$ cat src/rtl/pipeline_pkg.sv
// pipeline_pkg: shared MEM/WB types, result-select and load funct3 encodings
package pipeline_pkg;
   localparam int XLEN_C    = 32;
   localparam int RADDR_W_C = 5;
   localparam int ALO_W_C   = $clog2(XLEN_C / 8);
   localparam logic [1:0] RS_ALU  = 2'd0;
   localparam logic [1:0] RS_LOAD = 2'd1;
   localparam logic [1:0] RS_PC4  = 2'd2;
   localparam logic [1:0] RS_IMM  = 2'd3;
   localparam logic [2:0] F3_LB   = 3'b000;
   localparam logic [2:0] F3_LH   = 3'b001;
   localparam logic [2:0] F3_LW   = 3'b010;
   localparam logic [2:0] F3_LD   = 3'b011;
   localparam logic [2:0] F3_LBU  = 3'b100;
   localparam logic [2:0] F3_LHU  = 3'b101;
   localparam logic [2:0] F3_LWU  = 3'b110;
   typedef struct packed {
      logic                 valid;
      logic                 RegWrite;
      logic [RADDR_W_C-1:0] Rd;
      logic [1:0]           ResultSrc;
      logic                 is_load;
      logic [2:0]           funct3;
      logic [ALO_W_C-1:0]   addr_lo;
      logic [XLEN_C-1:0]    ALUResult;
      logic [XLEN_C-1:0]    PCPlus4;
      logic [XLEN_C-1:0]    ImmExt;
   } memwb_mc_t;
   typedef enum logic {IDLE, WAIT_LOAD} wb_state_e;
endpackage

$ cat src/rtl/mux4.sv
// mux4: generic 4:1 multiplexer
module mux4 #(parameter int W = 32) (
   input  logic [1:0]   sel,
   input  logic [W-1:0] d0,
   input  logic [W-1:0] d1,
   input  logic [W-1:0] d2,
   input  logic [W-1:0] d3,
   output logic [W-1:0] y
);
   assign y = sel[1] ? (sel[0] ? d3 : d2) : (sel[0] ? d1 : d0);
endmodule

$ cat src/rtl/wb_stage_mc_load_extend.sv
// load_extend: byte/half/word lane extraction with sign or zero extension
module load_extend import pipeline_pkg::*; #(parameter int XLEN = 32) (
   input  logic [XLEN-1:0]              rdata,
   input  logic [2:0]                   funct3,
   input  logic [$clog2(XLEN/8)-1:0]    addr_lo,
   output logic [XLEN-1:0]              ext_data
);
   localparam int AW = $clog2(XLEN / 8);
   logic [7:0]  b;
   logic [15:0] h;
   logic [31:0] w;
   assign b = 8'(rdata >> {addr_lo, 3'b000});
   assign h = 16'(rdata >> {addr_lo[AW-1:1], 4'b0000});
   // On RV32 the only word lane is lane 0
   assign w = (XLEN == 64) ? 32'(rdata >> {addr_lo[AW-1], 5'b00000}) : 32'(rdata);
   assign ext_data = (funct3 == F3_LB)  ? XLEN'($signed(b)) :
                     (funct3 == F3_LBU) ? XLEN'(b) :
                     (funct3 == F3_LH)  ? XLEN'($signed(h)) :
                     (funct3 == F3_LHU) ? XLEN'(h) :
                     (funct3 == F3_LW)  ? XLEN'($signed(w)) :
                     (funct3 == F3_LWU && XLEN == 64) ? XLEN'(w) :
                     rdata;
endmodule

$ cat src/rtl/wb_stage_mc.sv
// wb_stage_mc: write-back stage with variable-latency load return, stall
// handshake, x0 write suppression and retired-instruction counter
module wb_stage_mc import pipeline_pkg::*; #(
   parameter int XLEN    = 32,
   parameter int RADDR_W = 5,
   parameter int CNT_W   = 64
) (
   input  logic               clk,
   input  logic               reset,
   input  memwb_mc_t          inputs,
   input  logic               load_rvalid,
   input  logic [XLEN-1:0]    load_rdata,
   output logic               RegWriteW,
   output logic [RADDR_W-1:0] RdW,
   output logic [XLEN-1:0]    ResultW,
   output logic               wb_stall,
   output logic               spurious_rsp,
   output logic [CNT_W-1:0]   instret
);
   localparam int AW = $clog2(XLEN / 8);
   wb_state_e state, state_d;
   logic [RADDR_W-1:0] rd_q, rd;
   logic               rw_q, rw;
   logic [2:0]         f3_q, f3;
   logic [AW-1:0]      al_q, al;
   logic [1:0]         rs_q, rs;
   logic               commit, stall, spur, latch;
   logic [XLEN-1:0]    ext;
   always_comb begin
      state_d = state;
      commit  = 1'b0;
      stall   = 1'b0;
      spur    = 1'b0;
      latch   = 1'b0;
      rd      = inputs.Rd;
      rw      = inputs.RegWrite;
      f3      = inputs.funct3;
      al      = inputs.addr_lo;
      rs      = inputs.ResultSrc;
      if (state == IDLE) begin
         spur = load_rvalid && !(inputs.valid && inputs.is_load);
         if (inputs.valid && (!inputs.is_load || load_rvalid)) commit = 1'b1;
         else if (inputs.valid) begin
            stall   = 1'b1;
            latch   = 1'b1;
            state_d = WAIT_LOAD;
         end
      end else begin
         // Upstream is frozen: everything comes from the latch
         rd      = rd_q;
         rw      = rw_q;
         f3      = f3_q;
         al      = al_q;
         rs      = rs_q;
         commit  = load_rvalid;
         stall   = !load_rvalid;
         state_d = load_rvalid ? IDLE : WAIT_LOAD;
      end
   end
   load_extend #(.XLEN(XLEN)) u_ext (.rdata(load_rdata), .funct3(f3), .addr_lo(al), .ext_data(ext));
   mux4 #(.W(XLEN)) u_mux (
      .sel(rs), .d0(inputs.ALUResult), .d1(ext), .d2(inputs.PCPlus4), .d3(inputs.ImmExt), .y(ResultW)
   );
   assign RdW          = rd;
   assign RegWriteW    = !reset && commit && rw && (rd != '0);
   assign wb_stall     = !reset && stall;
   assign spurious_rsp = !reset && spur;
   always_ff @(posedge clk) begin
      if (reset) begin
         state   <= IDLE;
         instret <= '0;
         rd_q    <= '0;
         rw_q    <= 1'b0;
         f3_q    <= '0;
         al_q    <= '0;
         rs_q    <= '0;
      end else begin
         state <= state_d;
         if (commit) instret <= instret + CNT_W'(1);
         if (latch) begin
            rd_q <= inputs.Rd;
            rw_q <= inputs.RegWrite;
            f3_q <= inputs.funct3;
            al_q <= inputs.addr_lo;
            rs_q <= inputs.ResultSrc;
         end
      end
   end
endmodule

$ cat config.mk
export PLATFORM = sky130hd
export DESIGN_NAME = wb_stage_mc
export DESIGN_NICKNAME = d
export VERILOG_FILES = /design/src/rtl/pipeline_pkg.sv /design/src/rtl/mux4.sv /design/src/rtl/wb_stage_mc_load_extend.sv /design/src/rtl/wb_stage_mc.sv
export SDC_FILE = /design/constraint.sdc
export NUM_CORES = 1
export LEC_CHECK = 0
export CAP_MARGIN = 20
export CORE_ASPECT_RATIO = 1.5
export CORE_MARGIN = 4
export CORE_UTILIZATION = 29
export CTS_CLUSTER_SIZE = 14
export DETAILED_ROUTE_END_ITERATION = 10
export MAX_ROUTING_LAYER = met4
export PLACE_DENSITY = 0.6
export SLEW_MARGIN = 20
export SYNTH_ARGS = -nofsm -noshare
export SYNTH_HDL_FRONTEND = slang
export SYNTH_SLANG_ARGS = --single-unit
$ cat constraint.sdc
create_clock -name clk -period 4.35 [get_ports clk]
set_input_delay 1.305 -clock clk [delete_from_list [all_inputs] [get_ports clk]]
set_output_delay 1.305 -clock clk [all_outputs]
set_load 0.05 [all_outputs]
==> results of run 1 <==
-- power breakdown --
group | switching (uW) | total (uW) | internal [uW]
clock | 315 | 877 | 563
sequential | 7.79 | 728 | 721
combinational | 451 | 893 | 442
total | 773 | 2500 | 1720
-- routing by layer --
metal / share of wire (%) / up-vias
li1: - / 3280
met1: 37 / 3180
met2: 52 / 256
met3: 6.9 / 33
met4: 3.5 / 0
met5: 0 / -
-- Yosys cell counts, types with 5 or more instances --
cell	count	area share [%]
buf_2	8	0.73
nor3_1	13	1.2
o21ai_0	41	3.8
nor2b_1	6	0.69
o21bai_1	5	0.69
mux2i_1	34	6.2
xnor2_1	8	1.3
nor2_1	54	3.7
clkbuf_1	29	2.0
a21oi_1	78	7.2
o221a_2	17	3.5
or3_1	17	1.9
and4_1	6	0.96
inv_1	8	0.55
o31ai_1	16	2.2
dfxtp_1	78	29
mux2_2	18	3.7
xor2_1	20	3.2
nand4_1	22	2.5
or4_1	19	2.6
nand3_1	41	3.8
nand2_1	136	9.4
-- what timing repair did --
item | CTS | global route
setup endpoints to repair | 32 | 30
pin swaps | 25 | 9
resized for setup | 57 | 30
buffers inserted | 7 | 3
gates cloned | 2 | 1
endpoints found under the hold margin | 0 | 0
-- state kept, by name, indices dropped and copies added (netlist names) --
signal / flops
rw_q: 1
instret: 64
rs_q: 2
state: 1
f3_q: 3
rd_q: 5
al_q: 2
-- layout make-up --
class,instances,area [um2],area share [%]
antenna,6,15.0,0.154
clock buffer,9,225,2.31
clock inverter,7,121,1.25
inverter,8,30.0,0.308
multi-input combinational,605,4090,42.0
sequential,78,1560,16.0
tap,252,315,3.24
timing repair buffer,320,3380,34.7
-- through the flow --
| stage | cell area, um2 | total power (uW) | setup slack, ps | TNS (ps) | utilization, % |
|---|---|---|---|---|---|
| CTS | 9610 | 2500 | -18.6 | -18.6 | 51.8 |
| global route | 9740 | 2590 | -19.5 | -19.5 | 52.5 |
| detailed placement | 8890 | 1560 | -575 | -13790 | 47.9 |
| floorplan | 5510 | 1130 | -73.0 | -73.0 | - |
| finish | 9740 | 2500 | -5.84 | -5.84 | 52.5 |
| global placement | 8890 | 1560 | -621 | -14280 | 47.9 |
-- final timing paths --
check                                 from           to  slack [ps]  cells after the start
worst max-delay path            inputs[98]  ResultW[19]          -6                      9
worst max register to register       state  instret[34]        1430                      7
worst min-delay path               rd_q[4]      rd_q[4]         460                      2
worst min register to register     rd_q[4]      rd_q[4]         460                      2
-- worst register-to-register path, stage by stage (launching register included) --
cell and delay, ps:
dfxtp_2 610, buf_4 360, buf_4 220, o211ai_1 210, nor3_2 460, nand3_1 360
or4_1 480, a21oi_1 140
-- logic make-up after synthesis --
kind of cell | synth area share [%]
AOI/OAI and AO/OA | 21.0
xor gates and xnor gates | 4.50
adders and majority gates | 0.229
buffers and inverters | 4.04
DFF | 28.6
muxes | 10.6
and+or+nand+nor | 31.0
==> results.py, run 1 <==
metrics = {
    "pwr": {
        "power_density_nw_per_um2": 256,
        "vdd_drop_max_mv": 0.197,
        "cellLeakagePower_uw": 0.00365,
    },
    "worst_setup_path": {
        "cpPeakStageDelay_ps": 330,
        "critPathKind": "in -> out",
        "crit_slowest_cell": "nor3_1",
        "cp_num_buf_inv": 4,
        "worstPathCellList": "dlygate4sd2_1 > buf_6 > nor3_1 > a21o_1 > o31a_1 > buf_4 > a21oi_2 > o221a_4 > buf_12",
        "cp.required_ps": 3040,
        "crit_family": "compound AO/OA/AOI/OAI gates",
        "crit_arrival_ps": 3050,
        "setup.worst_path.end_class": "output pin",
        "critPathMaxFanout": 5,
        "crit_path_start_kind": "input pin",
    },
    "finish": {
        "stdcell_count": 1285,
        "drive_gt1_share_pct": 21.7,
        "final_nets": 1169,
        "fillers": 1753,
        "layout_commonest_cell": "clkdlybuf4s50_1",
        "final_cell_mix": "197 x clkdlybuf4s50_1, 136 x nand2_1, 77 x dfxtp_1, 72 x buf_4, 63 x a21oi_1",
        "area_delta_synth_final_pct": 78.6,
    },
    "global_routing": {
        "grt_use_met3_pct": 5.22,
        "grt.total_usage_pct": 22.8,
        "grt_pass1_vias": 6942,
        "grt_antenna_before_repair": 6,
        "grt_max_degree": 77,
        "use_met1_pct": 24.0,
        "grt_pass1_wl_mm": 37.0,
        "grt_most_used_layer": "met2",
        "grt_overflow": 0,
        "gr-usage-met2_pct": 41.4,
    },
    "yosys": {
        "ys_types": 57,
        "synth-edff-count": 0,
        "avgSynthCellArea_um2": 7.44,
        "synth-main-ff-cell": "dfxtp_1",
        "ys_ff_latch": 78,
        "ys_seq_area_share_pct": 28.6,
        "ys_async_sr_fraction_pct": 0,
        "synth_nets": 880,
        "postSynthCellCount": 733,
        "syn_area_um2": 5450,
        "yosys_warnings": 0,
    },
    "hold_path": {
        "min_path_type": "reg -> reg",
    },
    "routing": {
        "vias_per_cell": 5.25,
        "dr.pass1.iters": 5,
        "vias": 6749,
        "wl_per_cell_um": 18.9,
        "wl_mm": 24.3,
        "drc_errors": 0,
        "drt.antenna.violating_nets": 0,
        "drtIter0Drc": 442,
    },
    "timing": {
        "maxSlewViolCount": 0,
        "skew_ps": 10.3,
        "hold_violations": 0,
        "clock.fmax_mhz": 230,
        "period_share_pct": 100,
        "setup_viol": 1,
        "whs_ps": 455,
        "layout_setup_ws_ps": -5.84,
        "worst_slew_margin_rel_pct": 42.2,
        "worstMarginPinSlew_ps": 863,
        "post-route-min-period_ps": 4360,
    },
    "outcome": {
        "status": "complete, but fails checks",
        "violations": "setup timing",
    },
    "clock_tree": {
        "cts.reportedPaths.clkPinSlew_ps": 70,
        "cts_tree": "yes",
        "cts_hold_buf": 0,
        "cts.sinks": 78,
        "htreeDepth": 3,
        "clk_latency_ps": 340,
        "cts-root-buf": "clkbuf_16",
        "cts_buffer_depth": 2,
        "cts_buffers": 9,
    },
    "die": {
        "core_um2": 18500,
        "num_io_pins": 250,
        "fp.dieW_um": 120,
        "die_h_um": 176,
        "start_util_pct": 29.4,
        "die_area_um2": 21100,
        "rows": 61,
    },
    "placement": {
        "hpwl_mm": 19.3,
        "gp_congestion": 0.918,
        "dpl.cell_count": 1251,
        "port_buffers": 249,
    },
    "run": {
        "maxCapViolCount": 0,
    },
}
No activity file was read; power rests on OpenSTA's default activity.
==> inputs of run 2 (changes only) <==
--- a/config.mk
+++ b/config.mk
@@ -9,6 +9,7 @@
 export CORE_ASPECT_RATIO = 1.5
 export CORE_MARGIN = 4
 export CORE_UTILIZATION = 29
+export CTS_BUF_LIST = sky130_fd_sc_hd__clkbuf_16
 export CTS_CLUSTER_SIZE = 14
 export DETAILED_ROUTE_END_ITERATION = 10
 export MAX_ROUTING_LAYER = met4
==> results of run 2 <==
The final DEF is identical to that of run 1; final timing and power are the same.
==> inputs of run 3 (changes only) <==
--- a/config.mk
+++ b/config.mk
@@ -5,6 +5,7 @@
 export SDC_FILE = /design/constraint.sdc
 export NUM_CORES = 1
 export LEC_CHECK = 0
+export ABC_CLOCK_PERIOD_IN_PS = 4350
 export CAP_MARGIN = 20
 export CORE_ASPECT_RATIO = 1.5
 export CORE_MARGIN = 4
@@ -13,8 +14,9 @@
 export CTS_CLUSTER_SIZE = 14
 export DETAILED_ROUTE_END_ITERATION = 10
 export MAX_ROUTING_LAYER = met4
-export PLACE_DENSITY = 0.6
+export PLACE_DENSITY = 0.59
 export SLEW_MARGIN = 20
 export SYNTH_ARGS = -nofsm -noshare
 export SYNTH_HDL_FRONTEND = slang
+export SYNTH_HIERARCHICAL = 1
 export SYNTH_SLANG_ARGS = --single-unit
==> results.py, run 3 <==
metrics = {
    "yosys": {
        "ys_types": 58,
        "yosysMostFrequentCell": "dfxtp_1",
        "synth_top_area_share_pct": 28.0,
        "ys_async_sr_fraction_pct": 0,
        "synth_common_cells": "78 x dfxtp_1, 66 x nand2_1, 53 x a21oi_1, 40 x nor2_1, 31 x mux4_2",
        "yosys.area.top_type": "dfxtp_1",
        "synthXorXnorAreaFrac_pct": 3.45,
        "muxShareOfSynthArea_pct": 18.7,
        "synthSimpleGateAreaFrac_pct": 28.1,
        "post_synth_main_area_contributors": "dfxtp_1 28%, mux4_2 12%, a21oi_1 4.7%",
        "yosys_warnings": 6,
        "synth_top_family_by_area": "simple AND/OR/NAND/NOR gates",
        "synth_compound_area_share_pct": 16.2,
        "postSynthCellCount": 625,
        "synth-edff-count": 0,
        "ys_seq_area_share_pct": 28.0,
        "syn_area_um2": 5590,
        "ys_ff_latch": 78,
        "synth-main-ff-cell": "dfxtp_1",
        "synth_nets": 772,
        "avgSynthCellArea_um2": 8.94,
        "synth_fa_ha_area_share_pct": 0.224,
    },
    "hold_path": {
        "min_path_type": "reg -> reg",
        "min_to": "f3_q[2]",
        "hold_depth": 2,
        "min-delay-start": "f3_q[2]",
    },
    "die": {
        "fp.dieW_um": 121,
        "die_h_um": 178,
        "num_io_pins": 250,
        "core_um2": 18800,
        "start_util_pct": 29.8,
        "die_area_um2": 21600,
        "rows": 61,
    },
    "finish": {
        "reg_top3": "instret: 64 flops, rd_q: 5 flops, f3_q: 3 flops",
        "postLayoutCoreUtil_pct": 50.1,
        "area_delta_synth_final_pct": 68.4,
        "final_cell_mix": "200 x clkdlybuf4s50_1, 78 x dfxtp_1, 66 x nand2_1, 53 x a21oi_1, 47 x buf_4",
        "largest_reg_flops": 64,
        "top_register": "instret",
        "layout_commonest_cell": "clkdlybuf4s50_1",
        "final_nets": 1052,
        "drive_gt1_share_pct": 24.3,
        "stdcell_count": 1163,
    },
    "worst_setup_path": {
        "cp.required_ps": 3040,
        "crit_path_start_kind": "input pin",
        "r2r-start": "instret[3]",
        "r2r_setup_slack_ps": 1750,
        "critPathKind": "in -> out",
        "critPathMaxFanout": 5,
        "crit_arrival_ps": 3330,
        "rr_worst_depth": 5,
        "setup.worst_path.end_class": "output pin",
        "r2r-end": "instret[57]",
    },
    "outcome": {
        "violations": "setup timing",
        "status": "complete, but fails checks",
    },
    "clock_tree": {
        "cts_buffers": 9,
        "cts_tree": "yes",
        "htreeDepth": 3,
        "cts-root-buf": "clkbuf_16",
        "cts.reportedPaths.clkPinSlew_ps": 60,
        "cts.sinks": 78,
        "cts_buffer_depth": 2,
        "clk_latency_ps": 330,
    },
    "placement": {
        "hpwl_mm": 17.4,
        "port_buffers": 249,
        "dpl.cell_count": 1130,
        "pre_cts_ws_ps": -662,
        "gp_congestion": 0.853,
    },
    "timing": {
        "skew_ps": 8.41,
        "maxSlewViolCount": 0,
        "setup_viol": 32,
        "rsz0062_at_grt": "true",
        "period_share_pct": 107,
        "whs_ps": 451,
        "tns_ps": -5950,
        "worst_slew_margin_rel_pct": 40.5,
        "post-route-min-period_ps": 4640,
        "worstMarginPinSlew_ps": 886,
        "layout_setup_ws_ps": -286,
        "hold_violations": 0,
        "clock.fmax_mhz": 216,
    },
    "pwr": {
        "vdd_drop_max_mv": 0.190,
        "cellLeakagePower_uw": 0.00325,
        "power_density_nw_per_um2": 243,
    },
    "routing": {
        "wl_per_cell_um": 19.9,
        "drt.antenna.violating_nets": 0,
        "drtIter0Drc": 309,
        "vias_per_cell": 5.48,
        "vias": 6378,
        "drc_errors": 0,
        "wl_mm": 23.2,
        "dr.pass1.iters": 5,
    },
    "run": {
        "maxCapViolCount": 0,
    },
    "global_routing": {
        "grt_pass1_vias": 6260,
        "grt_max_degree": 58,
        "grt.total_usage_pct": 20.9,
        "grt_antenna_before_repair": 0,
        "grt_overflow": 0,
        "grt_pass1_wl_mm": 34.9,
    },
}
[run 3: per-stage QoR]
stage	instance area, um2	power, uW
CTS	9360	2310
global route	9410	2370
global placement	8460	1420
finish	9410	2280
floorplan	5590	1140
detailed placement	8460	1430
[run 3: area by class of cell]
class	count	area (um2)
Fill cell	1777	9370
Multi-Input combinational cell	499	4000
Timing Repair Buffer	308	3200
Sequential cell	78	1560
Tap cell	252	315
Clock buffer	9	225
Clock inverter	7	67.6
Inverter	9	33.8
Antenna cell	1	2.50
[run 3: repair_timing]
action                                  4_1_cts  5_1_grt
cloned                                        7        1
endpoints found under the setup margin       32       32
buffers inserted                              8        3
resized for setup                           137       15
hold buffers                                  0        0
pin swaps                                    14        4
[run 3: power breakdown]
part / total (uW) / internal, uW / switching (uW)
clock: 741 / 441 / 299
sequential: 726 / 721 / 5.83
combinational: 816 / 413 / 403
total: 2280 / 1580 / 708
[run 3: logic make-up (layout without fill, tap and decap cells)]
| group | Yosys count | count (layout) |
|---|---|---|
| and+or+nand+nor | 269 | 271 |
| other | 0 | 1 |
| DFF | 78 | 78 |
| buffers and inverters | 53 | 333 |
| xor gates and xnor gates | 22 | 22 |
| AOI/OAI and AO/OA | 143 | 144 |
| muxes | 59 | 61 |
| adders and majority gates | 1 | 1 |
[run 3: worst max-delay path by stage]
stage | cells past startpoint | to | slack, ps | from
detailed placement | 8 | ResultW[23] | -660 | inputs[97]
global route | 7 | ResultW[11] | -310 | inputs[96]
finish | 7 | ResultW[11] | -290 | inputs[96]
floorplan | 6 | ResultW[31] | -80 | inputs[96]
global placement | 8 | ResultW[23] | -650 | inputs[97]
CTS | 7 | ResultW[11] | -290 | inputs[96]
[run 3: routing by layer]
layer  track usage [%]  up-vias  routed length, um
met3              3.68       51               1630
met5                 -        -                  0
met2              38.5      294              12300
li1                  -     3010                  -
met1              22.2     3023               8520
met4              7.34        0                750
[run 3: critical path, cell delays in order]
cell     delay, ps
buf_6           90
mux2_4         270
mux4_2         480
nor3b_4        210
a221o_1        290
mux4_2         510
buf_8          180
